`src/rtl/jts16b_mapper_pkg.sv`:
```
// Shared register map, command codes and access-sequence helpers for the
// System 16B mapper and its host-side sequencer.
package jts16b_mapper_pkg;

  localparam logic [4:0] REG_XFER0    = 5'd0;  // write-data high / read-data low
  localparam logic [4:0] REG_XFER1    = 5'd1;  // write-data low  / read-data high
  localparam logic [4:0] REG_STATUS   = 5'd2;
  localparam logic [4:0] REG_CMD      = 5'd5;
  localparam logic [4:0] REG_WADDR_HI = 5'd7;
  localparam logic [4:0] REG_WADDR_MD = 5'd8;
  localparam logic [4:0] REG_WADDR_LO = 5'd9;
  localparam logic [4:0] REG_RADDR_HI = 5'd10;
  localparam logic [4:0] REG_RADDR_MD = 5'd11;
  localparam logic [4:0] REG_RADDR_LO = 5'd12;

  localparam logic [7:0] CMD_WRITE     = 8'h01;
  localparam logic [7:0] CMD_READ      = 8'h02;
  localparam int         STATUS_BUSREQ = 6;

  localparam logic [2:0] WR_LAST_STEP = 3'd5;
  localparam logic [2:0] RD_LAST_STEP = 3'd3;

  typedef enum logic [2:0] {
    ST_IDLE, ST_SETUP, ST_STROBE, ST_SAMPLE, ST_POLL, ST_FETCH, ST_DONE
  } host_state_e;

  typedef struct packed {
    logic       we;
    logic [4:0] idx;
    logic [7:0] data;
  } reg_op_t;

  // Register operation for a given step of the address/command phase.
  // addr is the 68000 word address [23:1]; the command write is always last.
  function automatic reg_op_t seq_op(input logic we, input logic [2:0] step,
                                     input logic [22:0] addr, input logic [15:0] din);
    reg_op_t op;
    op = '{we: 1'b1, idx: REG_CMD, data: (we ? CMD_WRITE : CMD_READ)};
    if (we) begin
      case (step)
        3'd0: begin op.idx = REG_XFER0;    op.data = din[15:8];           end
        3'd1: begin op.idx = REG_XFER1;    op.data = din[7:0];            end
        3'd2: begin op.idx = REG_WADDR_HI; op.data = {1'b0, addr[22:16]}; end
        3'd3: begin op.idx = REG_WADDR_MD; op.data = addr[15:8];          end
        3'd4: begin op.idx = REG_WADDR_LO; op.data = addr[7:0];           end
        default: ;
      endcase
    end else begin
      case (step)
        3'd0: begin op.idx = REG_RADDR_HI; op.data = {1'b0, addr[22:16]}; end
        3'd1: begin op.idx = REG_RADDR_MD; op.data = addr[15:8];          end
        3'd2: begin op.idx = REG_RADDR_LO; op.data = addr[7:0];           end
        default: ;
      endcase
    end
    return op;
  endfunction

endpackage

```
`src/rtl/jts16b_mapper_regacc.sv`:
```
// One mapper register access: hold the address for ADDR_SETUP cycles, then
// either strobe a write for one cycle or sample the readback one cycle later.
module jts16b_mapper_regacc
  import jts16b_mapper_pkg::*;
#(
  parameter int ADDR_SETUP = 3
) (
  input  logic        clk,
  input  logic        rst,
  input  logic        start,
  input  reg_op_t     op,
  output logic        done,
  output logic [7:0]  rdata,
  output logic [15:0] mcu_addr,
  output logic [7:0]  mcu_dout,
  output logic        mcu_wr,
  output logic        mcu_acc,
  input  logic [7:0]  mcu_din
);

  localparam logic [7:0] WR_LAST = 8'(ADDR_SETUP - 1);
  localparam logic [7:0] RD_LAST = 8'(ADDR_SETUP);

  host_state_e state_q, state_d;
  logic [7:0]  cnt_q, cnt_d;
  logic [4:0]  idx_q, idx_d;
  logic [7:0]  dout_q, dout_d;
  logic        we_q, we_d;
  logic        wr_q, wr_d;
  logic        acc_q, acc_d;

  always_comb begin
    state_d = state_q;
    cnt_d   = cnt_q;
    idx_d   = idx_q;
    dout_d  = dout_q;
    we_d    = we_q;
    wr_d    = 1'b0;
    acc_d   = acc_q;
    case (state_q)
      ST_IDLE: if (start) begin
        state_d = ST_SETUP;
        cnt_d   = 8'd0;
        idx_d   = op.idx;
        dout_d  = op.we ? op.data : dout_q;
        we_d    = op.we;
        acc_d   = 1'b1;
      end
      ST_SETUP: begin
        cnt_d = cnt_q + 8'd1;
        if (we_q && cnt_q == WR_LAST) begin
          state_d = ST_STROBE;
          wr_d    = 1'b1;
        end else if (!we_q && cnt_q == RD_LAST) begin
          state_d = ST_SAMPLE;
        end
      end
      ST_STROBE, ST_SAMPLE: begin
        state_d = ST_IDLE;
        acc_d   = 1'b0;
      end
      default: state_d = ST_IDLE;
    endcase
  end

  always_ff @(posedge clk) begin
    if (rst) begin
      state_q <= ST_IDLE;
      cnt_q   <= 8'd0;
      idx_q   <= 5'd0;
      dout_q  <= 8'd0;
      we_q    <= 1'b0;
      wr_q    <= 1'b0;
      acc_q   <= 1'b0;
    end else begin
      state_q <= state_d;
      cnt_q   <= cnt_d;
      idx_q   <= idx_d;
      dout_q  <= dout_d;
      we_q    <= we_d;
      wr_q    <= wr_d;
      acc_q   <= acc_d;
    end
  end

  // Last cycle of the access; the sequencer latches mcu_din on this edge.
  assign done     = (state_q == ST_STROBE) || (state_q == ST_SAMPLE);
  assign rdata    = mcu_din;
  assign mcu_addr = {11'd0, idx_q};
  assign mcu_dout = dout_q;
  assign mcu_wr   = wr_q;
  assign mcu_acc  = acc_q;

endmodule

```
`src/rtl/jts16b_mapper_host.sv`:
```
// Host-side sequencer that performs a 68000 bus read or write through the
// mapper's MCU register window: address/command writes, status poll, data fetch.
module jts16b_mapper_host
  import jts16b_mapper_pkg::*;
#(
  parameter int ADDR_SETUP = 3,
  parameter int POLL_MAX   = 255
) (
  input  logic        clk,
  input  logic        rst,
  input  logic        req,
  input  logic        req_we,
  input  logic [22:0] req_addr,
  input  logic [15:0] req_din,
  output logic        busy,
  output logic        ack,
  output logic        err,
  output logic [15:0] req_dout,
  output logic [15:0] mcu_addr,
  output logic [7:0]  mcu_dout,
  output logic        mcu_wr,
  output logic        mcu_acc,
  input  logic [7:0]  mcu_din
);

  localparam logic [7:0] POLL_LIM = 8'(POLL_MAX);

  host_state_e state_q, state_d;
  logic [2:0]  step_q, step_d;
  logic [7:0]  poll_q, poll_d, poll_nxt;
  logic        we_q, we_d;
  logic [22:0] addr_q, addr_d;
  logic [15:0] din_q, din_d;
  logic        start_q, start_d;
  logic        busy_q, busy_d, ack_q, ack_d, err_q, err_d;
  logic [15:0] dout_q, dout_d;
  logic [7:0]  hi_q, hi_d;

  reg_op_t     op;
  logic        acc_done;
  logic [7:0]  acc_rdata;

  always_comb begin
    op = seq_op(we_q, step_q, addr_q, din_q);
    if (state_q == ST_POLL)
      op = '{we: 1'b0, idx: REG_STATUS, data: 8'h00};
    else if (state_q == ST_FETCH)
      op = '{we: 1'b0, idx: ((step_q == 3'd0) ? REG_XFER1 : REG_XFER0), data: 8'h00};
  end

  jts16b_mapper_regacc #(.ADDR_SETUP(ADDR_SETUP)) u_regacc (
    .clk(clk), .rst(rst), .start(start_q), .op(op), .done(acc_done), .rdata(acc_rdata),
    .mcu_addr(mcu_addr), .mcu_dout(mcu_dout), .mcu_wr(mcu_wr), .mcu_acc(mcu_acc),
    .mcu_din(mcu_din)
  );

  always_comb begin
    state_d  = state_q;
    step_d   = step_q;
    poll_d   = poll_q;
    we_d     = we_q;
    addr_d   = addr_q;
    din_d    = din_q;
    start_d  = 1'b0;
    busy_d   = busy_q;
    ack_d    = 1'b0;
    err_d    = err_q;
    dout_d   = dout_q;
    hi_d     = hi_q;
    poll_nxt = poll_q + 8'd1;
    case (state_q)
      ST_IDLE: if (req) begin
        state_d = ST_SETUP;
        we_d    = req_we;
        addr_d  = req_addr;
        din_d   = req_din;
        step_d  = 3'd0;
        poll_d  = 8'd0;
        busy_d  = 1'b1;
        start_d = 1'b1;
      end
      ST_SETUP: if (acc_done) begin
        start_d = 1'b1;
        if (step_q == (we_q ? WR_LAST_STEP : RD_LAST_STEP)) begin
          state_d = ST_POLL;
          step_d  = 3'd0;
        end else begin
          step_d = step_q + 3'd1;
        end
      end
      ST_POLL: if (acc_done) begin
        poll_d = poll_nxt;
        if (!acc_rdata[STATUS_BUSREQ]) begin
          if (we_q) begin
            state_d = ST_DONE; ack_d = 1'b1; busy_d = 1'b0; err_d = 1'b0;
          end else begin
            state_d = ST_FETCH; step_d = 3'd0; start_d = 1'b1;
          end
        end else if (poll_nxt == POLL_LIM) begin
          // Bus never granted: give up, keep the last read data.
          state_d = ST_DONE; ack_d = 1'b1; busy_d = 1'b0; err_d = 1'b1;
        end else begin
          start_d = 1'b1;
        end
      end
      ST_FETCH: if (acc_done) begin
        if (step_q == 3'd0) begin
          hi_d = acc_rdata; step_d = 3'd1; start_d = 1'b1;
        end else begin
          dout_d  = {hi_q, acc_rdata};
          state_d = ST_DONE; ack_d = 1'b1; busy_d = 1'b0; err_d = 1'b0;
        end
      end
      default: state_d = ST_IDLE;
    endcase
  end

  always_ff @(posedge clk) begin
    if (rst) begin
      state_q <= ST_IDLE;
      step_q  <= 3'd0;
      poll_q  <= 8'd0;
      we_q    <= 1'b0;
      addr_q  <= 23'd0;
      din_q   <= 16'd0;
      start_q <= 1'b0;
      busy_q  <= 1'b0;
      ack_q   <= 1'b0;
      err_q   <= 1'b0;
      dout_q  <= 16'd0;
      hi_q    <= 8'd0;
    end else begin
      state_q <= state_d;
      step_q  <= step_d;
      poll_q  <= poll_d;
      we_q    <= we_d;
      addr_q  <= addr_d;
      din_q   <= din_d;
      start_q <= start_d;
      busy_q  <= busy_d;
      ack_q   <= ack_d;
      err_q   <= err_d;
      dout_q  <= dout_d;
      hi_q    <= hi_d;
    end
  end

  assign busy     = busy_q;
  assign ack      = ack_q;
  assign err      = err_q;
  assign req_dout = dout_q;

endmodule

```
`config.mk`:
```
export PLATFORM = sky130hd
export DESIGN_NAME = jts16b_mapper_host
export DESIGN_NICKNAME = d
export VERILOG_FILES = /design/src/rtl/jts16b_mapper_pkg.sv /design/src/rtl/jts16b_mapper_regacc.sv /design/src/rtl/jts16b_mapper_host.sv
export SDC_FILE = /design/constraint.sdc
export NUM_CORES = 1
export LEC_CHECK = 0
export ABC_AREA = 1
export BUFFER_PORTS_ARGS = -buffer_cell sky130_fd_sc_hd__buf_2
export CELL_PAD_IN_SITES_DETAIL_PLACEMENT = 1
export CELL_PAD_IN_SITES_GLOBAL_PLACEMENT = 2
export CORE_UTILIZATION = 32
export CTS_BUF_LIST = sky130_fd_sc_hd__clkbuf_4 sky130_fd_sc_hd__clkbuf_8
export CTS_CLUSTER_SIZE = 28
export DETAILED_ROUTE_END_ITERATION = 8
export PLACE_DENSITY_LB_ADDON = 0.1
export SKIP_CTS_REPAIR_TIMING = 1
export SYNTH_ARGS = -nofsm -noshare
export SYNTH_HDL_FRONTEND = slang
export SYNTH_SLANG_ARGS = --single-unit
```
`constraint.sdc`:
```
create_clock -name clk -period 2.13 [get_ports clk]
set_input_delay 0.213 -clock clk [delete_from_list [all_inputs] [get_ports clk]]
set_output_delay 0.213 -clock clk [all_outputs]
set_load 0.02 [all_outputs]
```
**Yosys cells after proc, flatten, opt, wreduce, memory -nomap -nowiden**

Index checks and enable logic that the tools add are counted.

- Logic and storage cells: 146
- Output and inout bits: 45
- Register bits after elaboration: 109
- Input port bits: 51

- Reduce and logical (&&, ||, !) cells: 28
- Muxes and demuxes: 67
- Add/sub/neg operators: 3
- Equality and inequality tests: 27
- Bitwise operators: 2

Operator list:

| operator | count |
|---|---|
| 2-to-1 mux 3 bit | 20 |
| one-hot mux 12 bit (5 select lines) | 1 |
| one-hot mux 12 bit (3 select lines) | 1 |
| one-hot mux 8 bit (2 select lines) | 2 |
| 2-to-1 mux 14 bit | 2 |
| 2-to-1 mux 1 bit | 27 |
| 2-to-1 mux 8 bit | 3 |
| one-hot mux 3 bit (4 select lines) | 2 |
| inequality test 2 bit, second input constant | 9 |
| adder 8 x 1 -> 8 bit, second input constant | 2 |
| equality test 8 x 2 -> 1 bit, second input constant | 2 |
| AND reduction 7 bit | 2 |
| 2-to-1 mux 13 bit | 1 |
| equality test 3 x 2 -> 1 bit, second input constant | 4 |
| AND reduction 3 bit | 4 |
| AND reduction 2 bit | 5 |
| equality test 3 x 1 -> 1 bit, second input constant | 3 |
| equality test 3 bit, second input constant | 3 |
| zero test 3 bit | 3 |
| equality test 8 bit, second input constant | 1 |
| AND reduction 8 bit | 1 |
| nonzero test 2 bit | 4 |
| one-hot mux 1 bit (2 select lines) | 3 |
| one-hot mux 3 bit (2 select lines) | 1 |
| other kinds (17) | 21 |

**Logic depth before layout (Yosys ltp)**

Gate-level depths: netlist of run 1.

- Word-level depth: 6
- Depth in mapped cells: 13

**Hierarchy**

A second synthesis of run 1 with hierarchy kept.

- Cell total of the unflattened synthesis: 736
- Area total of the unflattened synthesis: 5,248.8 µm²

Modules (own cells, without submodules):

| module | cells an instance | area each (µm²) | times used |
|---|---|---|---|
| jts16b_mapper_host | 554 | 3,950.0 | 1 |
| jts16b_mapper_regacc | 182 | 1,298.7 | 1 |

**Least setup slack after synthesis of run 1**

OpenSTA, ideal clock, no wires.

- Path kind: register -> register
- From: register step_q[0]
- To: register state_q[0]
- Stages on the path, launching flop included: 10
- Clock period less this slack: 1.578 ns
- Library setup time: 0.113 ns
- Arrival: 1.465 ns
- Slack: 0.552 ns
- Required time: 2.017 ns
- Path through: dfxtp_1 inv_1 ha_1 nand2_4 buf_2 nor2_4 nor2_1 nand3_2 o21ai_1 inv_1

- Word-level cells in the longest chain between the ends: 3

Ends and longest elaborated chain:

| what | line | RTL |
|---|---|---|
| start: declaration | jts16b_mapper_host.sv:29 | `logic [2:0] step_q, step_d;` |
| start signal: assignment | jts16b_mapper_host.sv:134 | `step_q <= step_d;` |
| equality test 3 bit / zero test 3 bit (equally long branches) | jts16b_mapper_host.sv:84, jts16b_mapper_host.sv:107 |  |
| inequality test 2 bit (no line) | n/a |  |
| AND reduction 7 bit (no line) (*) | n/a |  |
| end signal: assignment | jts16b_mapper_host.sv:133 | `state_q <= state_d;` |
| end: declaration | jts16b_mapper_host.sv:28 | `host_state_e state_q, state_d;` |

Every way passes the cells marked *; elsewhere a longest branch is shown, timed or not.
A chain may end at the register's enable or synchronous reset.

**Worst setup path after layout of run 1**

- From: register step_q[1]
- To: register err_q, in the netlist err

- Word-level cells in the longest chain between the ends: 3

Ends and longest elaborated chain:

| what | line | RTL |
|---|---|---|
| zero test 3 bit | jts16b_mapper_host.sv:107 | `if (step_q == 3'd0) begin` |
| inequality test 2 bit (no line) | n/a |  |
| AND reduction 6 bit (no line) | n/a |  |
| end signal: assignment | jts16b_mapper_host.sv:142 | `err_q <= err_d;` |
| end: declaration | jts16b_mapper_host.sv:35 | `logic busy_q, busy_d, ack_q, ack_d, err_q, err_d;` |

Every way passes these cells.

==> results.rst, run 1 <==
.. list-table::
   :header-rows: 1

   * - Metric
     - Value
   * - Die height
     - 127 um
   * - Worst setup skew after layout
     - 0.00934 ns
   * - Fraction of final layout cells with drive strength greater than 1
     - 0.186
   * - Antenna viol nets, final
     - 0
   * - Initial antenna violation count
     - 0
   * - Maximum number of pins on one net before global-route repair
     - 78
   * - Synthesized area
     - 0.00497 sq mm
   * - Worst setup slack before clock tree synthesis
     - 0.189 ns
   * - Switching share of power
     - 0.401
   * - Maximum resistive drop on vdd
     - 0.000376 V
   * - First-pass GRT wire length
     - 23.8 mm
   * - Antenna diodes
     - 0
   * - Synth area leader
     - sky130_fd_sc_hd__dfxtp_1
   * - TritonCTS clock tree
     - done
   * - Layout overhead on the synthesized area
     - 15.6%
   * - Clock-pin slew of the registers on the worst-case setup and hold paths
     - 0.11 ns
   * - Routed wire length
     - 14.5 mm
   * - Standard cell core area
     - 0.0151 sq mm
   * - Critical register-to-register path endpoint
     - err
   * - Part of the Yosys area used for sequential elements
     - 0.431
   * - Register bit count reported by yosys
     - 107
   * - Post-synth EDFFs
     - 0
   * - Kind of capture point of the worst setup path
     - register
   * - Number of detailed-route iterations in the first pass
     - 4
   * - Gate Count Post-Synth
     - 683
   * - Area fraction of the dominant cell type after synthesis
     - 0.431
   * - Crit path capture
     - err
   * - Number of global-route vias before repair
     - 4608
   * - Setup slack of the most critical reg-to-reg path
     - 0.23 ns
   * - Filler cell count in the final layout
     - 1920
   * - Hold Violations, Final
     - 0
   * - Power Internal
     - 3.70 mW
   * - Site Rows
     - 45
   * - Routed via count
     - 4609
   * - Drt wl/cell
     - 15.3 um
   * - Full die area
     - 0.0160 sq mm
   * - Synth Area per Inst
     - 7.27 sq um
   * - Global route total overflow
     - 0
   * - Hold-critical path depth
     - 3
   * - Count of final max-slew check failures
     - 0
   * - I/O pin count
     - 96
   * - Count of endpoints failing setup in the final report
     - 0
   * - Number of buffers inserted during clock tree synthesis
     - 9
   * - Setup repair after global routing missed its margin
     - no
   * - DIE WIDTH
     - 127 um
   * - Time the final worst path needs with I/O delays and setup
     - 1.90 ns
   * - Most used DFF post-synth
     - sky130_fd_sc_hd__dfxtp_1
   * - Part of the total power dissipated in combinational logic
     - 0.352
   * - Async set or reset register ratio after synthesis
     - 0
   * - Slack of the critical path
     - 0.234 ns
   * - CTS Root Cell
     - sky130_fd_sc_hd__clkbuf_8
   * - Endpoint required time on the critical path
     - 2.40 ns
   * - Drt first-iter violations
     - 187
   * - Detailed placement HPWL
     - 10.7 mm
   * - Ranking of synthesized cells by instance count
     - sky130_fd_sc_hd__dfxtp_1, sky130_fd_sc_hd__nand2_1, sky130_fd_sc_hd__nor2_1
   * - Arrival time of the worst setup path
     - 2.17 ns
   * - Initial cell density of the core
     - 0.328
   * - Final net count
     - 817
   * - Total number of H-tree levels
     - 3
   * - Clk pwr share
     - 0.230
   * - FF-to-FF Start
     - step_q[1]
   * - Upper clock frequency limit
     - 0.527 GHz
   * - Area taken by flip-flops and latches
     - 0.00214 sq mm
   * - Path category of the worst min-delay check
     - input pin to register
   * - Number of port buffers
     - 83
   * - Transition time at the pin with the least slew margin
     - 0.546 ns
   * - Max_cap viols
     - 0
   * - Max Buffers Root-to-Sink
     - 2
   * - Launch point of the worst path
     - step_q[1]
   * - LEAKAGE
     - 2.48 nW
   * - Count of synthesis-stage warnings from yosys
     - 0
   * - Most numerous cell in the Yosys netlist
     - sky130_fd_sc_hd__dfxtp_1
   * - Critical path startpoint category
     - register
   * - Path depth of the worst reg2reg path
     - 10
   * - PwrDens
     - 1080 mW/mm^2
   * - Critical setup path kind
     - register to register
   * - Clk sinks
     - 107
   * - Max-Slew Margin vs Limit
     - 0.633
   * - Detailed-route vias per instance
     - 4.85
   * - DRC violations left
     - 0
   * - Area of placed instances
     - 0.00551 sq mm
   * - Sequential fraction of design power
     - 0.417
   * - Post-route setup TNS
     - 0 ns
   * - Total routing resource utilization after global routing
     - 0.190
   * - Post-synth cell types
     - 36
   * - Leading post-synthesis cells by cell area
     - sky130_fd_sc_hd__dfxtp_1, sky130_fd_sc_hd__o21ai_0, sky130_fd_sc_hd__a21oi_1
   * - Final period util
     - 0.890
   * - Run status
     - finished, final reports clean
   * - Sw power
     - 2.48 mW
   * - Multi-input combinational cell area
     - 0.00233 sq mm
   * - Final weighted congestion in routability-driven placement
     - 0.783
   * - Post-route cell area
     - 0.00574 sq mm
   * - CP max FO
     - 12
   * - Clk_lat worst skew
     - 0.39 ns
logic make-up after synthesis:
kind of cell | after synthesis | share of synthesized area
AND/OR/NAND/NOR | 234 | 0.211
AO/OA/AOI/OAI | 210 | 0.224
buffers and inverters | 122 | 0.109
flip-flops | 107 | 0.431
adder cells (fa/ha/maj) | 9 | 0.0227
other | 1 | 0.000755
layer usage:
layer,part of all wire,vias to the layer above,track usage
met3,0.026,10,0.0257
li1,-,2374,-
met1,0.52,2153,0.269
met2,0.44,72,0.295
met5,0,-,0
met4,0.011,0,0.0659
worst min path at each step:
stage	start	endpoint	slack [ns]
floorplan	req_addr[12]	addr_q[12]	0.35
global placement	req_addr[12]	addr_q[12]	0.45
detailed placement	req_addr[20]	addr_q[20]	0.46
CTS	mcu_din[3]	req_dout[3]	0.03
global route	req_addr[18]	addr_q[18]	0.05
finish	mcu_din[3]	req_dout[3]	0.05
worst max-delay path: stages, from the launching register on:
cell and delay, ns:
sky130_fd_sc_hd__dfxtp_1 0.40, sky130_fd_sc_hd__inv_1 0.13, sky130_fd_sc_hd__ha_1 0.25, sky130_fd_sc_hd__nand2_4 0.20, sky130_fd_sc_hd__inv_2 0.14, sky130_fd_sc_hd__o21ai_1 0.16
sky130_fd_sc_hd__o21ai_1 0.08, sky130_fd_sc_hd__a21oi_1 0.17, sky130_fd_sc_hd__nand2_1 0.12, sky130_fd_sc_hd__nand2_1 0.07, sky130_fd_sc_hd__a21oi_1 0.06
flip-flops by register name, summed over array words and instances (netlist names):
register           count
hi_q                   8
u_regacc.mcu_acc       1
addr_q                23
we_q                   1
u_regacc.we_q          1
state_q                3
u_regacc.cnt_q         8
step_q                 3
req_dout              16
ack                    1
u_regacc.idx_q         4
err                    1
poll_q                 8
u_regacc.mcu_wr        1
busy                   1
din_q                 16
start_q                1
u_regacc.state_q       2
u_regacc.mcu_dout      8
power by group through the flow:
stage                     logic (mW)  registers [mW]  clock network [mW]
after floorplan                 1.53            2.62                   0
after global placement          2.13            2.61                   0
after detailed placement        2.18            2.62                   0
after CTS                       2.19            2.58                1.47
after global routing            2.46            2.62                1.53
final                           2.18            2.58                1.42
placed cells by master (no fill, tap or decap), drive strengths merged, types with 3 or more instances in the layout:
master and count:
clkbuf 9, nand2 98, nor3 5, dfxtp 107
o21ai 95, nand3 25, inv 83, nor2 101
conb 12, ha 9, o22ai 21, a21oi 81
buf 90, a211oi 3, clkinvlp 3, clkinv 3
nand4 3, o2111ai 3
area by class of cell:
type / count / share of cell area
multi-input combinational: 465 / 0.405
sequential: 107 / 0.373
inverter: 84 / 0.0556
clock buffer: 9 / 0.0216
clock inverter: 7 / 0.0174
tap: 188 / 0.0410
timing repair buffer: 90 / 0.0859
through the flow:
step	hold WS [ns]	util	instances	power [mW]
floorplan	0.348	-	694	4.15
global placement	0.449	0.364	934	4.74
detailed placement	0.457	0.364	934	4.80
CTS	0.0332	0.379	950	6.24
global route	0.0469	0.379	950	6.61
finish	0.0533	0.379	950	6.18
(Power assumes the default switching activity.)
==> run 2, diff against run 1 <==
--- a/config.mk
+++ b/config.mk
@@ -17,4 +17,5 @@
 export SKIP_CTS_REPAIR_TIMING = 1
 export SYNTH_ARGS = -nofsm -noshare
 export SYNTH_HDL_FRONTEND = slang
+export SYNTH_HIERARCHICAL = 1
 export SYNTH_SLANG_ARGS = --single-unit
==> constraint.sdc (replaced) <==
create_clock -name clk -period 2.13 [get_ports clk]
set_input_delay 0.213 -clock clk [delete_from_list [all_inputs] [get_ports clk]]
set_output_delay 0.213 -clock clk [all_outputs]
set_load 0.005 [all_outputs]
==> run 2 against run 1 <==
  * Clock power fell by 6%
  * Global-route usage decreased by 0.20 points
  * Design area increased by 6.1%
  * Non-clock buffer count increased by 9
  * Critical endpoint is now u_regacc/mcu_dout[2]
==> results.rst, run 2 <==
.. list-table::
   :header-rows: 1

   * - Metric
     - Value
   * - Run status
     - finished, final reports clean
   * - Final period util
     - 0.918
   * - Synthesized area
     - 0.00525 sq mm
   * - Clk_lat worst skew
     - 0.39 ns
   * - Post-synth cell types
     - 40
   * - Async set or reset register ratio after synthesis
     - 0
   * - Area fraction of the dominant cell type after synthesis
     - 0.412
   * - Site Rows
     - 46
   * - Routed via count
     - 4912
   * - Transition time at the pin with the least slew margin
     - 0.522 ns
   * - Count of final max-slew check failures
     - 0
   * - Most common library cell in the layout ignoring fill and taps
     - sky130_fd_sc_hd__nor2_1
   * - Hold-critical path depth
     - 3
   * - Multi-input combinational cell area
     - 0.00257 sq mm
   * - Count of synthesis-stage warnings from yosys
     - 6
   * - Drt wl/cell
     - 14.6 um
   * - Initial antenna violation count
     - 0
   * - Max_cap viols
     - 0
   * - Synth area leader
     - sky130_fd_sc_hd__dfxtp_1
   * - Global route total overflow
     - 0
   * - Count of endpoints failing setup in the final report
     - 0
   * - Register bit count reported by yosys
     - 108
   * - Area taken by flip-flops and latches
     - 0.00217 sq mm
   * - Path depth of the worst reg2reg path
     - 13
   * - DIE WIDTH
     - 130 um
   * - Maximum resistive drop on vdd
     - 0.000483 V
   * - Final Core Density
     - 0.382
   * - Most numerous cell in the Yosys netlist
     - sky130_fd_sc_hd__nor2_1
   * - First-pass GRT wire length
     - 24.7 mm
   * - I/O pin count
     - 96
   * - Clk sinks
     - 108
   * - Cells traversed along the worst timing path
     - inv_1, ha_1, inv_1, nor2_4, buf_4, nand2_1, o21ai_0, a21oi_1, o211ai_1, a21oi_2, nor3_2, nor2_1, nor2_1
   * - PwrDens
     - 1050 mW/mm^2
   * - Part of the Yosys area used for sequential elements
     - 0.412
   * - Number of flip-flops in the largest register
     - 23
   * - Clock-pin slew of the registers on the worst-case setup and hold paths
     - 0.11 ns
   * - Ranking of synthesized cells by instance count
     - sky130_fd_sc_hd__nor2_1, sky130_fd_sc_hd__dfxtp_1, sky130_fd_sc_hd__nand2_1
   * - Arrival time of the worst setup path
     - 2.24 ns
   * - Largest stage delay on the critical path
     - 0.39 ns
   * - Critical register-to-register path endpoint
     - u_regacc/mcu_dout[2]
   * - Most used DFF post-synth
     - sky130_fd_sc_hd__dfxtp_1
   * - Placed Cells
     - 1016
   * - Upper clock frequency limit
     - 0.511 GHz
   * - CP max FO
     - 8
   * - Post-synth EDFFs
     - 0
   * - Critical setup path kind
     - register to register
   * - Final net count
     - 871
   * - Full die area
     - 0.0169 sq mm
   * - Number of port buffers
     - 84
   * - Hold Violations, Final
     - 0
   * - Filler cell count in the final layout
     - 2043
   * - Worst setup skew after layout
     - 0.0132 ns
   * - Slowest library cell on the worst path
     - sky130_fd_sc_hd__dfxtp_4
   * - FF-to-FF Start
     - step_q[0]
   * - Commonest cells after routing, fill and taps aside
     - sky130_fd_sc_hd__nor2_1, sky130_fd_sc_hd__dfxtp_1, sky130_fd_sc_hd__nand2_1, sky130_fd_sc_hd__o21ai_0, sky130_fd_sc_hd__buf_2
   * - Synth Area per Inst
     - 7.13 sq um
   * - Total power of the final layout
     - 6.37 mW
   * - Total routing resource utilization after global routing
     - 0.188
   * - Time the final worst path needs with I/O delays and setup
     - 1.96 ns
   * - LEAKAGE
     - 2.70 nW
   * - Leading post-synthesis cells by cell area
     - sky130_fd_sc_hd__dfxtp_1, sky130_fd_sc_hd__nor2_1, sky130_fd_sc_hd__o21ai_0
   * - Total number of H-tree levels
     - 3
   * - Endpoint required time on the critical path
     - 2.41 ns
   * - Kind of capture point of the worst setup path
     - register
   * - DRC violations left
     - 0
   * - Die height
     - 130 um
   * - Standard cell core area
     - 0.0159 sq mm
   * - Register with the most flip-flops
     - addr_q
   * - Number of buffers inserted during clock tree synthesis
     - 9
   * - Path category of the worst min-delay check
     - input pin to register
   * - Layout overhead on the synthesized area
     - 16.1%
   * - Critical path startpoint category
     - register
   * - Detailed placement HPWL
     - 11.4 mm
   * - TritonCTS clock tree
     - done
   * - Routed wire length
     - 15.1 mm
   * - Worst Hold End
     - din_q[14]
   * - Fraction of final layout cells with drive strength greater than 1
     - 0.208
   * - Drt first-iter violations
     - 214
   * - Max-Slew Margin vs Limit
     - 0.652
   * - Hold Startpoint
     - req_din[14]
   * - Antenna viol nets, final
     - 0
   * - Maximum number of pins on one net before global-route repair
     - 50
   * - Number of global-route vias before repair
     - 4899
   * - CTS Root Cell
     - sky130_fd_sc_hd__clkbuf_8
   * - Number of detailed-route iterations in the first pass
     - 4
   * - Setup repair after global routing missed its margin
     - no
   * - Gate Count Post-Synth
     - 736
   * - Max Buffers Root-to-Sink
     - 2
   * - Detailed-route vias per instance
     - 4.76
   * - Hold WS
     - 0.0429 ns
   * - Post-route insts no fill
     - 1032
   * - Antenna diodes
     - 0
   * - Initial cell density of the core
     - 0.329
   * - Setup slack of the most critical reg-to-reg path
     - 0.17 ns
   * - Final weighted congestion in routability-driven placement
     - 0.821
run 2: changes by cell type after synthesis, moves of 4 or more:
cell	before	now
sky130_fd_sc_hd__nor2_1	90	136
sky130_fd_sc_hd__a21oi_1	81	60
sky130_fd_sc_hd__o22ai_1	21	14
sky130_fd_sc_hd__buf_4	14	20
sky130_fd_sc_hd__inv_2	12	16
sky130_fd_sc_hd__o211ai_1	2	6
sky130_fd_sc_hd__o21ai_0	82	86
run 2: power by group:
| group | internal, mW | switching, mW | total [mW] |
|---|---|---|---|
| Sequential | 2.35 | 0.223 | 2.58 |
| Combinational | 0.826 | 1.64 | 2.47 |
| Clock | 0.584 | 0.746 | 1.33 |
| Total | 3.76 | 2.61 | 6.37 |
run 2: worst max-delay path by stage:
stage,start,end,slack [ns],cells past startpoint
after floorplan,step_q[0],u_regacc/idx_q[0],0.34,12
after global placement,step_q[0],u_regacc/mcu_dout[2],0.03,13
after detailed placement,step_q[0],u_regacc/mcu_dout[2],-0.04,13
after CTS,step_q[0],u_regacc/mcu_dout[2],-0.08,13
after global routing,step_q[0],u_regacc/mcu_dout[2],0.01,13
final,step_q[0],u_regacc/mcu_dout[2],0.17,13
run 2: cell families (layout without fill, tap and decap cells):
family	after synthesis	count (layout)	share of synthesized area
AOI/OAI and AO/OA	196	196	0.203
xor gates and xnor gates	1	1	0.00167
adders and majority gates	9	9	0.0215
buffers and inverters	131	201	0.110
DFF	108	108	0.412
other	2	12	0.00143
and+or+nand+nor	289	289	0.251
run 2: layout make-up:
class	instances	area share
Tap cell	216	0.0443
Sequential cell	108	0.356
Multi-Input combinational cell	507	0.421
Inverter	86	0.0534
Clock buffer	10	0.0226
Timing Repair Buffer	99	0.0916
Clock inverter	6	0.0115
run 2: through the flow:
step / instance area (sq um) / setup slack (ns) / TNS [ns]
after CTS: 6070 / -0.0823 / -0.137
after floorplan: 5290 / 0.335 / 0
final: 6090 / 0.174 / 0
after detailed placement: 5860 / -0.0412 / -0.0548
after global placement: 5860 / 0.0304 / 0
after global routing: 6090 / 0.0143 / 0
run 2: worst max-delay path, delay by kind of cell (launching register included):
family,cells,cell delay [ns]
flip-flops,1,0.39
AO/OA/AOI/OAI,4,0.51
buffers and inverters,3,0.37
AND/OR/NAND/NOR,5,0.36
adder cells (fa/ha/maj),1,0.22
run 2: routing by layer:
metal,track usage,share of wire,up-vias
met3,0.0414,0.042,9
met4,0.0404,0.0078,0
li1,-,-,2512
met2,0.318,0.48,90
met5,0,0,-
met1,0.243,0.47,2301
